===== src/rtl/sevenseg_pkg.sv =====
// sevenseg_pkg: shared widths, idle levels and the seven-segment glyph table
package sevenseg_pkg;
    localparam int DIGITS = 8;
    localparam int SEG_W  = 7;
    localparam int HEX_W  = 4;
    localparam logic [DIGITS-1:0] ANODE_IDLE = '1;
    localparam logic [SEG_W-1:0]  SEG_IDLE   = '1;
    // active-high gfedcba patterns, index = hex value
    localparam logic [15:0][SEG_W-1:0] GLYPHS = {
        7'h71, 7'h79, 7'h5E, 7'h39, 7'h7C, 7'h77, 7'h6F, 7'h7F,
        7'h07, 7'h7D, 7'h6D, 7'h66, 7'h4F, 7'h5B, 7'h06, 7'h3F
    };
endpackage


===== src/rtl/seg_decode.sv =====
// seg_decode: active-high segment pattern to hex nibble plus legal-glyph flag
module seg_decode
    import sevenseg_pkg::*;
(
    input  logic [SEG_W-1:0] seg,
    output logic [HEX_W-1:0] hex,
    output logic             ok
);
    always_comb begin
        hex = '0;
        ok  = 1'b0;
        for (int i = 0; i < 16; i++) begin
            if (seg == GLYPHS[i]) begin
                hex = HEX_W'(i);
                ok  = 1'b1;
            end
        end
    end
endmodule


===== src/rtl/sevenseg_capture.sv =====
// sevenseg_capture: debounces a multiplexed 7-segment display bus into per-digit
// hex values with refresh tracking and a change pulse.
module sevenseg_capture
    import sevenseg_pkg::*;
#(
    parameter int STABLE_CYCLES = 16,
    parameter int STALE_CYCLES  = 1048576
) (
    input  logic                    clk,
    input  logic                    rst_n,
    input  logic [DIGITS-1:0]       anode,
    input  logic [SEG_W-1:0]        cathode,
    input  logic                    dp,
    output logic [DIGITS*HEX_W-1:0] hex_out,
    output logic [DIGITS-1:0]       dp_out,
    output logic [DIGITS-1:0]       digit_ok,
    output logic [DIGITS-1:0]       digit_valid,
    output logic                    update,
    output logic                    multi_err
);
    localparam int CW = $clog2(STABLE_CYCLES + 1);
    localparam int PW = $clog2(STALE_CYCLES + 1);

    logic [DIGITS-1:0]       s_anode, sel, cap_mask, refreshed;
    logic [SEG_W-1:0]        s_cathode, seg;
    logic                    s_dp, same, cap, one_hot, multi, wrap, dec_ok;
    logic [CW-1:0]           cnt;
    logic [PW-1:0]           pcnt;
    logic [HEX_W-1:0]        dec_hex;
    logic [DIGITS*HEX_W-1:0] hex_next;
    logic [DIGITS-1:0]       dp_next, ok_next;

    assign seg = ~s_cathode;

    seg_decode u_dec (.seg(seg), .hex(dec_hex), .ok(dec_ok));

    assign same     = {anode, cathode, dp} == {s_anode, s_cathode, s_dp};
    // counter saturates above STABLE_CYCLES-1, so each stable period captures once
    assign cap      = cnt == CW'(STABLE_CYCLES - 1);
    assign sel      = ~s_anode;
    assign one_hot  = (sel != '0) && ((sel & (sel - 1'b1)) == '0);
    assign multi    = (sel != '0) && !one_hot;
    assign cap_mask = (cap && one_hot) ? sel : '0;
    assign wrap     = pcnt == PW'(STALE_CYCLES - 1);

    always_comb begin
        hex_next = hex_out;
        dp_next  = dp_out;
        ok_next  = digit_ok;
        for (int i = 0; i < DIGITS; i++) begin
            if (cap_mask[i]) begin
                hex_next[HEX_W*i +: HEX_W] = dec_hex;
                dp_next[i]                 = ~s_dp;
                ok_next[i]                 = dec_ok;
            end
        end
    end

    always_ff @(posedge clk or negedge rst_n) begin
        if (!rst_n) begin
            s_anode     <= ANODE_IDLE;
            s_cathode   <= SEG_IDLE;
            s_dp        <= 1'b1;
            cnt         <= '0;
            pcnt        <= '0;
            hex_out     <= '0;
            dp_out      <= '0;
            digit_ok    <= '0;
            digit_valid <= '0;
            refreshed   <= '0;
            update      <= 1'b0;
            multi_err   <= 1'b0;
        end else begin
            s_anode     <= anode;
            s_cathode   <= cathode;
            s_dp        <= dp;
            cnt         <= !same ? '0 : (cnt < CW'(STABLE_CYCLES)) ? cnt + 1'b1 : cnt;
            pcnt        <= wrap ? '0 : pcnt + 1'b1;
            hex_out     <= hex_next;
            dp_out      <= dp_next;
            digit_ok    <= ok_next;
            update      <= {hex_next, dp_next, ok_next} != {hex_out, dp_out, digit_ok};
            multi_err   <= multi_err | (cap && multi);
            // a capture on the wrap edge counts for both the closing and the new period
            digit_valid <= wrap ? (refreshed | cap_mask) : digit_valid;
            refreshed   <= wrap ? cap_mask : (refreshed | cap_mask);
        end
    end
endmodule


===== config.mk =====
export PLATFORM = sky130hd
export DESIGN_NAME = sevenseg_capture
export DESIGN_NICKNAME = d
export VERILOG_FILES = /design/src/rtl/sevenseg_pkg.sv /design/src/rtl/seg_decode.sv /design/src/rtl/sevenseg_capture.sv
export SDC_FILE = /design/constraint.sdc
export NUM_CORES = 1
export LEC_CHECK = 0
export CORE_MARGIN = 1
export CORE_UTILIZATION = 35
export CTS_CLUSTER_SIZE = 14
export DETAILED_ROUTE_END_ITERATION = 6
export GPL_TIMING_DRIVEN = 0
export PLACE_DENSITY_LB_ADDON = 0.05
export SLEW_MARGIN = 0
export SYNTH_ARGS = -nofsm -noshare
export SYNTH_HDL_FRONTEND = slang
export SYNTH_SLANG_ARGS = --single-unit

===== constraint.sdc =====
create_clock -name clk -period 5.78 [get_ports clk]
set_input_delay 0.867 -clock clk [delete_from_list [all_inputs] [get_ports clk]]
set_output_delay 0.867 -clock clk [all_outputs]
set_load 0.1 [all_outputs]

* After elaboration in Yosys (flattened, before gate mapping)
Index checks and enable logic that the tools add are counted.
** Storage, ports and cells
- Flip-flop bits (word level) :: 108
- Input port bits :: 18
- Output and inout port bits :: 58
** Operators by class
- Add/subtract/negate cells :: 3
- $lt $le $gt $ge :: 1
- Eq/ne operators :: 21
- Multiplexer cells :: 60
- Bitwise gates (word level) :: 6
- Reduce and logical (&&, ||, !) cells :: 7
** Operator list (number)
- 7-bit equality test, second input constant :: 12
- 4-bit 2-to-1 mux :: 16
- 48-bit inequality test :: 1
- 1-bit 2-to-1 mux :: 33
- 21-bit by 1-bit adder with 21-bit output, second input constant :: 1
- 21-bit by 20-bit equality test with 1-bit output, second input constant :: 1
- 21-bit 2-to-1 mux :: 1
- 16-bit equality test :: 1
- 8-bit 2-to-1 mux :: 2
- 7-bit by 3-bit equality test with 1-bit output, second input constant :: 2
- 7-bit by 6-bit equality test with 1-bit output, second input constant :: 2
- 3-bit 2-to-1 mux :: 4
- 5-bit 2-to-1 mux :: 2
- 8-bit AND :: 1
- 8-bit zero test :: 1
- 8-bit NOT :: 1
- 8-bit OR :: 1
- 8-bit nonzero test :: 1
- 8-bit by 1-bit subtractor with 8-bit output, second input constant :: 1
- 7-bit NOT :: 1
- 5-bit by 1-bit adder with 5-bit output, second input constant :: 1
- 5-bit by 4-bit equality test with 1-bit output, second input constant :: 1
- 5-bit less-than comparator, second input constant :: 1
- 1-bit logical AND :: 4
- other kinds (5) :: 6

* Longest topological paths before layout
Gate-level depths: netlist of run 1.
- Depth in word-level cells :: 20
- Gate-level depth with buffers :: 13
- Depth with buffers taken out :: 12

* Cells and area by module
Synthesis of run 1 repeated with hierarchy kept, for this count alone.
** Second synthesis, totals
- Cells, all modules :: 533
- Area total of the unflattened synthesis :: 5594.1 µm²
** By module, submodules not included
- sevenseg_capture :: instances 1, cells each 480, area an instance 5226.3 µm², seq. area each 2722.6 µm²
- seg_decode :: instances 1, cells each 53, area an instance 367.9 µm², seq. area each 0.0 µm²

* Worst setup path before layout of run 1
No wires, ideal clock.
- Path type :: flip-flop to flip-flop
- From :: register cnt[0]
- To :: register update
- Setup time :: 0.140 ns
- Arrival time :: 2.418 ns
- Slack :: 3.222 ns
- Cell stages (with the launch flop) :: 14
- Cells stage by stage :: dfrtp_1 -> ha_1 -> and3_1 -> ha_1 -> nand4_1 -> or3_1 -> clkbuf_1 -> nor2_1 -> a211oi_1 -> a21oi_1 -> a311oi_1 -> o2111ai_1 -> nor4_1 -> nand4_1
** Between the ends
- Cells in the longest elaborated chain, start to end :: 5
- Elaborated cells on any way between the ends :: 28
- Classes of those cells :: eq/ne: 2; mux: 25; reduce/logical: 1
** Ends and longest elaborated chain
- start: declaration :: RTL line sevenseg_capture.sv:27 : logic [CW-1:0] cnt;
- start signal: assignment :: RTL line sevenseg_capture.sv:77 : cnt <= !same ? '0 : (cnt < CW'(STABLE_CYCLES)) ? cnt + 1'b1 : cnt;
- 5-bit by 4-bit equality test with 1-bit output * :: RTL line sevenseg_capture.sv:39 : assign cap = cnt == CW'(STABLE_CYCLES - 1);
- 1-bit logical AND * :: RTL line sevenseg_capture.sv:43 : assign cap_mask = (cap && one_hot) ? sel : '0;
- 8-bit 2-to-1 mux * :: RTL line sevenseg_capture.sv:43
- 1-bit 2-to-1 mux or 4-bit 2-to-1 mux (tied branches) :: RTL line sevenseg_capture.sv:51 : if (cap_mask[i]) begin
- 48-bit inequality test * :: RTL line sevenseg_capture.sv:82 : update <= {hex_next, dp_next, ok_next} != {hex_out, dp_out, digit_ok};
- end signal: assignment :: RTL line sevenseg_capture.sv:82
- end: declaration :: RTL line sevenseg_capture.sv:18 : output logic update,
Every way passes the cells marked *; elsewhere a longest branch is shown, timed or not.
A chain may end at the register's enable or synchronous reset.

* Worst setup path after layout of run 1
Same ends and word-level chain as after synthesis.

==> out/metrics.yaml, run 1 <==
grt_pass1_wl_mm: 25.8
fin_cells: 841
clock_latency_ns: 0.37
grt_setup_unrepaired: "no"
synthesis.nets: 581
drive_gt1_frac: 0.101
post-route-drc-count: 0
postCtsSetupRepairBufs: 0
netlist.area_leader.share: 0.422
dr.pass1.iters: 5
synth_top_area_cell: "dfrtp_1"
layout_common_cells: "dfrtp_1 (92), clkdlybuf4s50_1 (74), nor2_1 (71)"
setup-violations-final: 0
grt_pass1_vias: 4513
min_period_ns: 3.47
cts_buffers: 9
cts.sinks: 108
ir_worst_vdd_uv: 142
cts_root_buffer: "clkbuf_16"
diodes: 0
dp.cells: 825
slew_headroom: 0.0669
hold_class: "reg2reg"
reg2reg_slack_ns: 2.31
postSynthCellCount: 560
async_flop_share: 1.00
drt-total-wl_mm: 15.9
syn_area_um2: 5450
synth_area_leaders: "dfrtp_1 (42%), dfstp_2 (7.7%), xor2_1 (5.6%)"
tightest_slew_ns: 1.39
first_iter_violations: 517
ys_warn_count: 0
start_util: 0.359
arrival_ns: 3.77
cts.repair.resized: 0
setup.worst_path.end_class: "flop"
p_sw_frac: 0.265
wl_per_cell_um: 18.9
antenna_found_initial: 0
cts_tree: "built"
gp_congestion: 0.885
synth-edff-count: 0
clk_pin_slew_ns: 0.08
finalHoldViolCount: 0
power.internal_uw: 1110
timing.rr.start: "cnt[0]"
rows: 45
critPathLaunch: "cnt[0]"
cts_hold_buffers: 0
coreArea_um2: 15200
io_pins: 76
nets: 669
clockBufferDepth: 2
fmax_mhz: 288
port_buffers: 75
drtAntennaViolNets: 0
die_area_um2: 16100
synth_flop_cell: "dfrtp_1"
layout.cells.most_common: "dfrtp_1"
path_max_fanout: 10
p_leak_uw: 0.00285
p_clk_frac: 0.409
status: "finished, final reports clean"
finalPower_uw: 1510
maxCapViolCount: 0
critical_path_class: "reg2reg"
ys_ff_latch: 108
chipHeight_um: 127
fin_crit_sh: 0.601
ys_types: 67
switching_power_uw: 400
vias: 4618
p_per_area_nw_per_um2: 223
vias_per_cell: 5.49
cp-start-kind: "flop"
pwr-share-comb: 0.080
dp_hpwl_mm: 11.6
seqPwrFrac: 0.511
crit_end: "update"
final_max_slew_viol_count: 0
die_w_um: 127
reg2reg_depth: 11
cp.required_ns: 6.08
h-tree-depth: 3
grt-ovfl-total: 0
worstReg2RegEnd: "update"
grt_start_max_net_pins: 56
synth_area_per_cell_um2: 9.74
yosysSeqAreaShare: 0.499
skew_ns: 0.0145
gr-usage-all-layers: 0.211
area_delta_synth_final_pct: 23.8
==> cells in the mapped netlist (all sizes together) (2+ instances only) <==
cell type and number:
nor2b 5, nor2 72, nor3b 4, a21o 6, a222oi 5, nand2 42
a211oi 2, a311oi 3, o21ai 34, and3 5, and2 3, dfrtp 92
xor2 35, a21oi 35, a221oi 2, dfstp 16, xnor2 15, nor4 15
a31oi 6, clkbuf 21, buf 15, nor3 23, nand4 13, o2111ai 2
mux2i 5, nand3 14, nand2b 5, a22o 3, inv 13, or3 5
nor4b 2, nand4b 2, a22oi 4, and4b 2, ha 3, o22ai 11
o22a 2
==> metal layers <==
metal	vias up	part of all wire	GRT usage
li1	2169	-	-
met1	2243	0.47	0.292
met2	181	0.44	0.319
met3	25	0.063	0.0544
met4	0	0.022	0.0714
met5	-	0	0
==> metrics by stage <==
step                hold WS [ns]  setup slack, ns  utilization  TNS, ns  cell area, um^2
floorplan                  0.437             3.22            -        0             5450
global route               0.493             2.16        0.444        0             6750
finish                     0.462             2.31        0.444        0             6750
CTS                        0.473             2.34        0.444        0             6750
global placement           0.455           -0.449        0.424   -40.30             6440
detailed placement         0.459             2.39        0.426        0             6470
==> worst min path at each step <==
| stage | from | endpoint | slack, ns | depth (start not counted) |
|---|---|---|---|---|
| 6_report | pcnt[18] | pcnt[18] | 0.46 | 1 |
| 5_1_grt | pcnt[18] | pcnt[18] | 0.49 | 1 |
| 4_1_cts | pcnt[18] | pcnt[18] | 0.47 | 1 |
| 3_5_place_dp | pcnt[18] | pcnt[18] | 0.46 | 1 |
| 3_3_place_gp | pcnt[18] | pcnt[18] | 0.45 | 1 |
| 2_1_floorplan | pcnt[18] | pcnt[18] | 0.44 | 1 |
==> state kept, by name (all words and copies together), names as in the netlist <==
name	count
update	1
pcnt	21
digit_ok	8
multi_err	1
cnt	5
digit_valid	8
refreshed	8
s_cathode	7
dp_out	8
s_anode	8
hex_out	32
s_dp	1
==> cell type report <==
| cell class | instances | area, um^2 |
|---|---|---|
| repair buffers | 77 | 781 |
| multi-input cells | 403 | 2510 |
| fillers | 1514 | 8450 |
| flip-flops and latches | 108 | 2720 |
| well taps | 188 | 235 |
| plain buffers | 36 | 175 |
| clock inverters | 7 | 58.8 |
| clock buffers | 9 | 225 |
| inverters | 13 | 48.8 |
==> worst max-delay path, stage by stage, from the launching register on <==
cell       delay (ns)
dfrtp_1          0.39
ha_1             0.17
and3_1           0.16
ha_1             0.39
nand4_1          0.28
nor4_2           1.17
a211oi_1         0.21
a21oi_1          0.19
a311oi_1         0.07
o2111ai_1        0.17
nor4_1           0.09
nand4_1          0.10
==> power by group through the flow <==
stage	sequential [uW]	clock [uW]	combinational [uW]
floorplan	789	0	62.3
finish	772	617	120
CTS	772	632	121
global placement	786	0	118
global route	773	664	132
detailed placement	786	0	121
==> logic make-up after synthesis <==
kind of cell,share of synthesized area
compound gates,0.146
mux,0.00918
fa+ha+maj,0.00872
buf+inv,0.0411
xor+xnor,0.0803
flops,0.499
simple gates,0.215
Note: power is estimated with default switching activity, not from simulation.
==> run 2: changes to the inputs <==
==> constraint.sdc (replaced) <==
create_clock -name clk -period 2.9 [get_ports clk]
set_input_delay 0.435 -clock clk [delete_from_list [all_inputs] [get_ports clk]]
set_output_delay 0.435 -clock clk [all_outputs]
set_load 0.1 [all_outputs]
==> out/metrics.yaml, run 2 (same netlist as run 1, synthesis figures left out) <==
status: "complete, but fails checks"
violations: "setup timing"
wl_per_cell_um: 19.1
cts_tree: "built"
dr.pass1.iters: 6
vias: 4783
critPathBufInv: 0
drt-total-wl_mm: 16.5
clk_pin_slew_ns: 0.09
timing.rr.start: "cnt[0]"
fin_setup_tns_ns: -0.0971
finalHoldViolCount: 0
path_delay_family: "simple AND/OR/NAND/NOR gates"
path_max_fanout: 4
nets: 690
antenna_found_initial: 0
fin_cells: 862
finalPower_uw: 3010
fmax_mhz: 334
stdcell_area_um2: 7010
tightest_slew_ns: 0.982
drtAntennaViolNets: 0
ir_worst_vdd_uv: 278
final_max_slew_viol_count: 0
critPathLaunch: "cnt[0]"
layout.cells.most_common: "dfrtp_1"
crit_path_max_incr_delay_ns: 0.50
dp_hpwl_mm: 11.6
biggestRegsByFlops: "hex_out: 32 flops, pcnt: 21 flops"
gp_congestion: 0.885
cts_buffers: 9
cts_root_buffer: "clkbuf_16"
io_pins: 76
crit_top_cell: "nand4_1"
worstReg2RegEnd: "update"
diodes: 0
min_period_ns: 3.00
die_area_um2: 16100
layout_common_cells: "dfrtp_1 (92), clkdlybuf4s50_1 (74), nor2_1 (71)"
p_leak_uw: 0.00299
largest_reg_flops: 32
reg2reg_slack_ns: -0.1
arrival_ns: 3.21
grt-ovfl-total: 0
grt_pass1_wl_mm: 26.5
cp.required_ns: 3.12
area_delta_synth_final_pct: 28.5
final_util: 0.461
skew_ns: 0.0151
fin_crit_sh: 1.03
dp.cells: 825
h-tree-depth: 3
slew_headroom: 0.344
coreArea_um2: 15200
gr-usage-all-layers: 0.217
hold_class: "in2async"
grt_start_max_net_pins: 56
setup.worst_path.end_class: "flop"
drive_gt1_frac: 0.153
grt_pass1_vias: 4645
chipHeight_um: 127
cts.sinks: 108
clock_latency_ns: 0.37
regMostFlops: "hex_out"
p_per_area_nw_per_um2: 430
post-route-drc-count: 0
rows: 45
port_buffers: 75
reg2reg_depth: 11
vias_per_cell: 5.55
first_iter_violations: 474
fin_ws_ns: -0.0971
cp_slowest_cell: "a222oi_1"
grt_setup_unrepaired: "yes"
cp-start-kind: "flop"
maxCapViolCount: 0
critical_path_class: "reg2reg"
clockBufferDepth: 2
die_w_um: 127
setup-violations-final: 1
start_util: 0.359
path_cells: "ha_2 > and3_4 > ha_4 > nand4_1 > nor3_4 > a222oi_1 > nor3_1 > a311oi_1 > o2111ai_1 > nor4_2 > nand4_1"
place_area_um2: 6470
-- run 2: changes by cell type in the layout (fill, tap and decap cells not counted), sizes merged --
cell and change:
clkbuf -1, buf +22
-- run 2: power by group --
part           internal (uW)  leakage [uW]  total, uW  switching, uW
Combinational           87.9       0.00141        248            160
Sequential              1530       0.00144       1540           11.7
Clock                    599      0.000144       1230            626
Total                   2210       0.00299       3010            798
-- run 2: area by class of cell --
type                    count  area (um^2)
plain buffers              35          175
clock buffers               9          225
clock inverters             7         58.8
fillers                  1492         8190
inverters                  13         48.8
multi-input cells         403         2600
flip-flops and latches    108         2720
well taps                 188          235
repair buffers             99          946
-- run 2: timing repair --
action / 4_1_cts / 5_1_grt
buffers inserted: 16 / 6
pin swaps: 11 / 11
hold buffers: 0 / 0
endpoints found under the setup margin: 14 / 22
gates resized for setup: 11 / 12
endpoints found under the hold margin: 0 / 0
-- run 2: how the worst max path moves through the flow --
stage	to	slack [ns]	depth (start not counted)
after global placement	digit_valid[4]	-2.90	1
after detailed placement	update	-0.49	11
after CTS	update	0.01	11
after floorplan	update	0.34	13
final	update	-0.1	11
after global routing	update	-0.21	11
-- run 2: per-layer routing --
metal	vias to the layer above	track usage	wire length (um)
met5	-	0	0
met4	0	0.0728	408
met3	34	0.0548	979
met2	201	0.333	7430
met1	2336	0.298	7680
li1	2212	-	-
-- run 2: stage by stage --
stage	hold WS [ns]	setup WS [ns]
finish	0.127	-0.0971
global route	0.175	-0.208
CTS	0.150	0.0104
detailed placement	0.459	-0.493
global placement	0.455	-2.90
floorplan	0.139	0.342
